--- src/rtl/dma_io_sink.sv ---
// Memory-to-IO DMA sink: requests on DREQ, captures DB on DACK+IOW into a FIFO,
// and drains it to a paced ready/valid port. Optional parity: DMA_IO_SINK_PARITY_EN.
module dma_io_sink #(
  parameter int DEPTH     = 8,
  parameter int DRAIN_DIV = 4
) (
  input  logic       CLK,
  input  logic       RST_N,
  input  logic       ENABLE,
  input  logic [7:0] LEN,
  input  logic [7:0] DB,
  input  logic [3:0] CB,
  input  logic       DACK,
  output logic       DREQ,
  output logic [7:0] OUT_DATA,
  output logic       OUT_VALID,
  input  logic       OUT_READY,
  output logic       DONE,
  output logic       OVF
`ifdef DMA_IO_SINK_PARITY_EN
  ,
  output logic       OUT_PAR,
  output logic       PERR
`endif
);
  localparam int AW = $clog2(DEPTH);
  localparam int PW = (DRAIN_DIV > 1) ? $clog2(DRAIN_DIV) : 1;
`ifdef DMA_IO_SINK_PARITY_EN
  localparam int W = 9;
  // Parity bit of the reset head must agree with OUT_DATA = 0.
  localparam logic [W-1:0] HEAD_RST = 9'h100;
`else
  localparam int W = 8;
  localparam logic [W-1:0] HEAD_RST = 8'h00;
`endif

  typedef enum logic [1:0] {IDLE, REQ, XFER, DONE_WAIT} state_t;

  state_t        state, state_nx;
  logic          enable_q;
  logic [8:0]    remaining, remaining_nx;
  logic          done_nx;
  logic [W-1:0]  mem [DEPTH];
  logic [AW-1:0] wr_ptr, rd_ptr, rd_ptr_nx;
  logic [AW:0]   count, count_after_pop;
  logic [PW-1:0] pace;
  logic [W-1:0]  head_q, din;
  logic          done_q, ovf_q;
  logic          active, push, pop, full, accept, wr_en, drop, final_push;
  logic          unused_cb;

  assign unused_cb = ^CB[2:0];

`ifdef DMA_IO_SINK_PARITY_EN
  assign din = {~^DB, DB};
`else
  assign din = DB;
`endif

  assign active     = (state == REQ) || (state == XFER);
  assign push       = DACK & CB[3];
  assign OUT_VALID  = (count != '0) && (pace == '0);
  assign pop        = OUT_VALID & OUT_READY;
  assign full       = (count == (AW+1)'(DEPTH));
  assign accept     = push & active;
  // A concurrent pop frees its slot before the write lands.
  assign wr_en      = accept & (~full | pop);
  assign drop       = accept & full & ~pop;
  assign final_push = accept & (remaining == 9'd1);

  assign count_after_pop = count - (AW+1)'(pop);
  assign rd_ptr_nx       = rd_ptr + AW'(pop);

  // Keep one slot of margin for a push already in flight when DREQ falls.
  assign DREQ     = active && (count <= (AW+1)'(DEPTH-2));
  assign OUT_DATA = head_q[7:0];
  assign DONE     = done_q;
  assign OVF      = ovf_q;

  always_comb begin
    state_nx     = state;
    remaining_nx = remaining;
    done_nx      = 1'b0;
    case (state)
      IDLE: if (ENABLE && !enable_q) begin
        state_nx     = REQ;
        remaining_nx = (LEN == 8'd0) ? 9'd256 : {1'b0, LEN};
      end
      REQ, XFER: begin
        // Dropped bytes still count: the bus transfer happened.
        if (accept)     remaining_nx = remaining - 9'd1;
        if (final_push) done_nx      = 1'b1;
        if (!ENABLE) begin
          state_nx     = IDLE;
          remaining_nx = '0;
        end
        else if (final_push)                 state_nx = DONE_WAIT;
        else if (state == REQ && accept)     state_nx = XFER;
        else if (state == XFER && !DACK)     state_nx = REQ;
      end
      DONE_WAIT: if (!ENABLE) state_nx = IDLE;
      default:   state_nx = IDLE;
    endcase
  end

  always_ff @(posedge CLK)
    if (wr_en) mem[wr_ptr] <= din;

  always_ff @(posedge CLK or negedge RST_N) begin
    if (!RST_N) begin
      state     <= IDLE;
      enable_q  <= 1'b0;
      remaining <= '0;
      done_q    <= 1'b0;
      ovf_q     <= 1'b0;
      wr_ptr    <= '0;
      rd_ptr    <= '0;
      count     <= '0;
      pace      <= '0;
      head_q    <= HEAD_RST;
    end else begin
      state     <= state_nx;
      enable_q  <= ENABLE;
      remaining <= remaining_nx;
      done_q    <= done_nx;
      if (drop)  ovf_q  <= 1'b1;
      if (wr_en) wr_ptr <= wr_ptr + AW'(1);
      rd_ptr <= rd_ptr_nx;
      count  <= count_after_pop + (AW+1)'(wr_en);
      if (pop)              pace <= PW'(DRAIN_DIV - 1);
      else if (pace != '0)  pace <= pace - PW'(1);
      // Head register shows the post-edge head; holds when the FIFO empties.
      if (count_after_pop != '0) head_q <= mem[rd_ptr_nx];
      else if (wr_en)            head_q <= din;
    end
  end

`ifdef DMA_IO_SINK_PARITY_EN
  logic perr_q;
  assign OUT_PAR = head_q[8];
  assign PERR    = perr_q;
  always_ff @(posedge CLK or negedge RST_N) begin
    if (!RST_N)                                   perr_q <= 1'b0;
    else if (pop && (head_q[8] != ~^head_q[7:0])) perr_q <= 1'b1;
  end
`endif

endmodule

--- config.mk ---
export PLATFORM = sky130hd
export DESIGN_NAME = dma_io_sink
export DESIGN_NICKNAME = d
export VERILOG_FILES = /design/src/rtl/dma_io_sink.sv
export SDC_FILE = /design/constraint.sdc
export NUM_CORES = 1
export LEC_CHECK = 0
export CORE_MARGIN = 8
export CORE_UTILIZATION = 45
export CTS_CLUSTER_SIZE = 12
export DETAILED_ROUTE_END_ITERATION = 8
export GPL_ROUTABILITY_DRIVEN = 0
export HOLD_SLACK_MARGIN = 0.02
export SETUP_SLACK_MARGIN = 0.2
export SLEW_MARGIN = 0
export SYNTH_ARGS = -nofsm -noshare
export SYNTH_HDL_FRONTEND = slang
export SYNTH_SLANG_ARGS = --single-unit
export TNS_END_PERCENT = 20
--- constraint.sdc ---
create_clock -name CLK -period 6.8 [get_ports CLK]
set_input_delay 1.36 -clock CLK [delete_from_list [all_inputs] [get_ports CLK]]
set_output_delay 1.36 -clock CLK [all_outputs]
set_load 0.02 [all_outputs]
==> flow_metrics.env, run 1 <==
export IMPL_synthFlopType="edfxtp_1"
export IMPL_n_fill_cell=803
export IMPL_ys_seq_elements=98
export IMPL_first_iter_violations=125
export IMPL_grt_pass1_vias=2539
export IMPL_routedWlPerCell_um=18.8
export IMPL_cts_made_buffers=9
export IMPL_syn_area_um2=4430
export IMPL_synth_edff_count=64
export IMPL_routed_wl_mm=8.60
export IMPL_cp_data_arrival_time_ps=2580
export IMPL_cts_resized_gates=0
export IMPL_io_pins=37
export IMPL_cts_hold_buf=0
export IMPL_die_area_um2=13300
export IMPL_drive_above_1_share=0.145
export IMPL_grtUsageTotal=0.138
export IMPL_ys_top_cells_by_count="64 x edfxtp_1, 34 x dfrtp_1, 24 x mux2i_1"
export IMPL_vias_per_cell=5.39
export IMPL_crit_type="reg2out"
export IMPL_initial_core_util=0.457
export IMPL_cts_setup_buffers=0
export IMPL_final_util=0.524
export IMPL_die_x_um=115
export IMPL_grt_ovfl_total=0
export IMPL_syn_to_final_growth_pct=14.6
export IMPL_synth_seq_area_share=0.626
export IMPL_row_count=36
export IMPL_irDropWorstVdd_uv=180
export IMPL_io_buffers=33
export IMPL_max_slew_margin=0.331
export IMPL_synth_area_top_cells="edfxtp_1 43%, dfrtp_1 19%, mux2i_1 5.4%, mux4_1 5.3%, ha_1 4.0%"
export IMPL_rsz0062_at_grt="false"
export IMPL_status="complete, no violations"
export IMPL_clockBufferDepth=2
export IMPL_synth_compound_area_frac=0.0726
export IMPL_first_pass_iters=4
export IMPL_async_reset_ff_frac=0.347
export IMPL_yosys_warnings=0
export IMPL_antenna_found_initial=0
export IMPL_hold_path_class="reg2reg"
export IMPL_min_period_over_period=0.579
export IMPL_worst_clock_skew_ps=15.0
export IMPL_synth_most_common_cell="edfxtp_1"
export IMPL_worstPathRequired_ps=5440
export IMPL_ctsRootBufferMaster="clkbuf_8"
export IMPL_fin_crit_ps=3940
export IMPL_htreeDepth=3
export IMPL_p_per_area_nw_per_um2=408
export IMPL_ant_nets=0
export IMPL_tightestPinTransition_ps=1000
export IMPL_coreArea_um2=9680
export IMPL_report_final_setup_viol=0
export IMPL_synth_area_mux_share=0.146
export IMPL_syn_avg_cell_area_um2=15.8
export IMPL_drv_cap=0
export IMPL_synth_nets=320
export IMPL_fmax_mhz=254
export IMPL_hold_viol_final=0
export IMPL_diodes=0
export IMPL_cts_tree="done"
export IMPL_clock_sinks=98
export IMPL_crit_path_max_fanout=9
export IMPL_die_height_um=115
export IMPL_path_clk_slew_ps=100
export IMPL_yosys_area_top_type_share=0.434
export IMPL_p_leak_nw=1.91
export IMPL_clkLatencyLatePin_ps=370
export IMPL_via_count=2467
export IMPL_synth_simple_area_share=0.0644
export IMPL_syn_inst=281
export IMPL_maxSlewViolCount=0
export IMPL_yosysTopAreaCell="edfxtp_1"
export IMPL_grt_max_degree=35
export IMPL_drc_errors=0
export IMPL_grt_pass1_wl_mm=13.7
export IMPL_fin_setup_tns_ps=0
export IMPL_synth_xor_xnor_area_share=0.0175
export IMPL_synthAdderAreaFrac=0.0395
export IMPL_crit_path_end_kind="output pin"
export IMPL_worst_setup_path_start_kind="flop"
export IMPL_dp_hpwl_mm=5.66
export IMPL_netlist_cell_type_count=56
export IMPL_synth_top_family_by_area="multiplexers"
export IMPL_finalNetCount=359
[final timing paths]
kind | from | end | slack [ps] | cells past startpoint
worst max-delay path | state[0]$_DFFE_PN0P_ | DREQ | 2860 | 5
worst min-delay path | OVF$_DFFE_PN0P_ | OVF$_DFFE_PN0P_ | 520 | 1
worst max register to register | count[1]$_DFF_PN0_ | OUT_DATA[1]$_DFFE_PN0P_ | 3480 | 7
worst min register to register | OVF$_DFFE_PN0P_ | OVF$_DFFE_PN0P_ | 520 | 1
max in group asynchronous | RST_N | pace[0]$_DFFE_PN0P_ | 5180 | 1
min in group asynchronous | RST_N | OUT_DATA[6]$_DFFE_PN0P_ | 1090 | 1
[through the flow]
| stage | total power [mW] | worst slack, ps | std cells | instance area, µm² | hold WS (ps) |
|---|---|---|---|---|---|
| after global placement | 1.72 | 2590 | 442 | 4890 | 476 |
| final | 2.07 | 2860 | 458 | 5080 | 516 |
| after floorplan | 1.51 | 3640 | 281 | 4430 | 474 |
| after detailed placement | 1.74 | 2600 | 442 | 4890 | 498 |
| after global routing | 2.22 | 2690 | 458 | 5080 | 541 |
| after CTS | 2.10 | 2850 | 458 | 5080 | 523 |
[report_power, final]
part | switching [mW] | total [mW] | leakage (nW) | internal, mW
combinational | 0.461 | 0.863 | 0.828 | 0.402
clock | 0.217 | 0.358 | 0.0917 | 0.140
sequential | 0.0951 | 0.851 | 0.990 | 0.756
total | 0.773 | 2.07 | 1.91 | 1.30
[flip-flops by register name, summed over array words and instances, names as in the netlist]
register	flops
count	4
rd_ptr	3
DONE	1
pace	2
mem	64
enable_q	1
wr_ptr	3
state	2
OVF	1
remaining	9
OUT_DATA	8
[layout by cell type, fill, tap and decap left out, types with 2 or more instances in the layout]
| cell | count |
|---|---|
| nand3_1 | 4 |
| dfrtp_1 | 34 |
| mux4_2 | 7 |
| nor2_1 | 10 |
| inv_1 | 14 |
| xnor2_1 | 5 |
| ha_1 | 14 |
| o21ai_0 | 11 |
| a31oi_1 | 4 |
| mux2i_1 | 24 |
| nand2_1 | 7 |
| clkbuf_8 | 9 |
| nor3_1 | 5 |
| inv_8 | 2 |
| nor3_2 | 2 |
| xor2_1 | 2 |
| nor3b_1 | 2 |
| o21ai_1 | 7 |
| clkdlybuf4s50_1 | 32 |
| clkinv_1 | 2 |
| edfxtp_1 | 64 |
| a22oi_1 | 2 |
| mux4_1 | 9 |
| inv_6 | 3 |
| nor4_1 | 2 |
| nor3b_2 | 2 |
| a21oi_1 | 9 |
| buf_4 | 4 |
| nor4b_2 | 2 |
| a32oi_1 | 2 |
[cells by family after synthesis]
family | count (synthesis)
compound gates | 48
xor+xnor | 8
fa+ha+maj | 14
buf+inv | 25
flops | 98
mux | 41
simple gates | 47
[worst max-delay path, stage by stage (launching register included)]
cell and delay (ps):
dfrtp_1 440, inv_1 90, ha_1 410, clkinv_1 340, a311oi_1 290, clkdlybuf4s50_1 650
[layer usage]
layer	vias to the layer above	share of wire	track usage
met2	32	0.48	0.216
li1	1173	-	-
met3	9	0.027	0.0310
met4	0	0.013	0.0499
met5	-	0	0
met1	1253	0.48	0.185
[cell type report]
| class | count | area (µm²) | area share |
|---|---|---|---|
| multi-input combinational | 158 | 1530 | 0.302 |
| sequential | 98 | 2770 | 0.546 |
| timing repair buffer | 37 | 355 | 0.0700 |
| inverter | 16 | 65.1 | 0.0128 |
| clock inverter | 7 | 60.1 | 0.0118 |
| tap | 133 | 166 | 0.0328 |
| clock buffer | 9 | 124 | 0.0244 |
Power figures use the tool's default switching activity.
==> run 2: changes to the inputs <==
Settings changed: PLACE_DENSITY from default to 0.67.
Clock period 6.8 ns to 3.6 ns, I/O delays scaled along.
==> flow_metrics.env, run 2 (synthesis results as in run 1) <==
export IMPL_reg2regPathDepth=8
export IMPL_status="complete, no violations"
export IMPL_final_cell_mix="64 x edfxtp_1, 34 x dfrtp_1, 32 x clkdlybuf4s50_1, 24 x mux2i_1, 17 x buf_4"
export IMPL_first_pass_iters=4
export IMPL_irDropWorstVdd_uv=290
export IMPL_drv_cap=0
export IMPL_clock_sinks=98
export IMPL_grt_max_degree=35
export IMPL_drive_above_1_share=0.172
export IMPL_cts_made_buffers=9
export IMPL_crit_path_max_fanout=7
export IMPL_p_total_mw=3.93
export IMPL_ant_nets=0
export IMPL_worst_clock_skew_ps=9.68
export IMPL_fin_crit_ps=3090
export IMPL_cts_tree="done"
export IMPL_die_area_um2=13300
export IMPL_final_util=0.533
export IMPL_row_count=36
export IMPL_cp_data_arrival_time_ps=2370
export IMPL_worst_setup_path_start_kind="flop"
export IMPL_clockBufferDepth=2
export IMPL_ctsRootBufferMaster="clkbuf_8"
export IMPL_io_buffers=33
export IMPL_grt_pass1_vias=2624
export IMPL_fmax_mhz=324
export IMPL_routedWlPerCell_um=17.6
export IMPL_grt_ovfl_total=0
export IMPL_antenna_found_initial=0
export IMPL_hold_path_class="in2async"
export IMPL_grt_pass1_wl_mm=13.5
export IMPL_top_layer_used="met4"
export IMPL_clkLatencyLatePin_ps=370
export IMPL_crit_path_end_kind="output pin"
export IMPL_cts_hold_buf=0
export IMPL_path_clk_slew_ps=110
export IMPL_max_slew_margin=0.439
export IMPL_p_per_area_nw_per_um2=762
export IMPL_p_leak_nw=1.98
export IMPL_worstPathRequired_ps=2880
export IMPL_syn_to_final_growth_pct=16.6
export IMPL_htreeDepth=3
export IMPL_largest_reg_flops=64
export IMPL_routed_wl_mm=8.28
export IMPL_dp_hpwl_mm=5.52
export IMPL_first_iter_violations=125
export IMPL_maxSlewViolCount=0
export IMPL_die_x_um=115
export IMPL_die_height_um=115
export IMPL_vias_per_cell=5.39
export IMPL_met1_length_mm=3.81
export IMPL_report_final_setup_viol=0
export IMPL_min_period_over_period=0.857
export IMPL_post_place_ws_ps=449
export IMPL_dr_wl_met2_mm=3.98
export IMPL_diodes=0
export IMPL_worst_slack_ps=513
export IMPL_crit_type="reg2out"
export IMPL_initial_core_util=0.457
export IMPL_wl_met3_um=318
export IMPL_drc_errors=0
export IMPL_io_pins=37
export IMPL_coreArea_um2=9680
export IMPL_hold_viol_final=0
export IMPL_grtUsageTotal=0.137
export IMPL_finalNetCount=372
export IMPL_fin_setup_tns_ps=0
export IMPL_via_count=2537
export IMPL_final_common_cell="edfxtp_1"
export IMPL_tightestPinTransition_ps=841
export IMPL_rsz0062_at_grt="false"
export IMPL_regMostFlops="mem"
## run 2: area by class of cell
cell class | count | area [µm²]
Fill cell | 821 | 4520
Sequential cell | 98 | 2770
Multi-Input combinational cell | 158 | 1520
Timing Repair Buffer | 50 | 453
Tap cell | 133 | 166
Clock buffer | 9 | 124
Inverter | 16 | 68.8
Clock inverter | 7 | 61.3
## run 2: worst max-delay path, stage by stage, from the launching register on
cell,delay (ps)
dfrtp_1,440
inv_1,90
ha_1,440
clkinvlp_4,160
a311oi_1,220
clkdlybuf4s50_1,660
## run 2: path summary, 6_finish.rpt
check,startpoint,end,slack (ps)
worst max-delay path,state[0]$_DFFE_PN0P_,DREQ,510
worst min-delay path,RST_N,OUT_DATA[6]$_DFFE_PN0P_,450
worst max register to register,count[1]$_DFF_PN0_,OUT_DATA[5]$_DFFE_PN0P_,660
worst min register to register,OVF$_DFFE_PN0P_,OVF$_DFFE_PN0P_,480
max in group asynchronous,RST_N,state[0]$_DFFE_PN0P_,2620
min in group CLK,OVF$_DFFE_PN0P_,OVF$_DFFE_PN0P_,480
## run 2: through the flow
stage          hold slack, ps  cells  instance area, µm²
2_1_floorplan             424    281                4430
3_3_place_gp              457    454                4970
3_5_place_dp              461    454                4970
4_1_cts                   467    470                5150
5_1_grt                   495    471                5160
6_report                  448    471                5160
## run 2: layer usage
layer / track usage / up-vias
met5: 0 / -
met2: 0.210 / 47
met4: 0.0692 / 0
met3: 0.0305 / 14
li1: - / 1208
met1: 0.178 / 1268
## run 2: timing repair
action                                  4_1_cts  5_1_grt
resized for setup                             0        1
endpoints found under the setup margin        0        1
setup buffers                                 0        1
## run 2: power breakdown
| group | leakage [nW] | internal [mW] | switching, mW |
|---|---|---|---|
| Sequential | 0.990 | 1.43 | 0.173 |
| Clock | 0.0953 | 0.265 | 0.410 |
| Combinational | 0.892 | 0.790 | 0.869 |
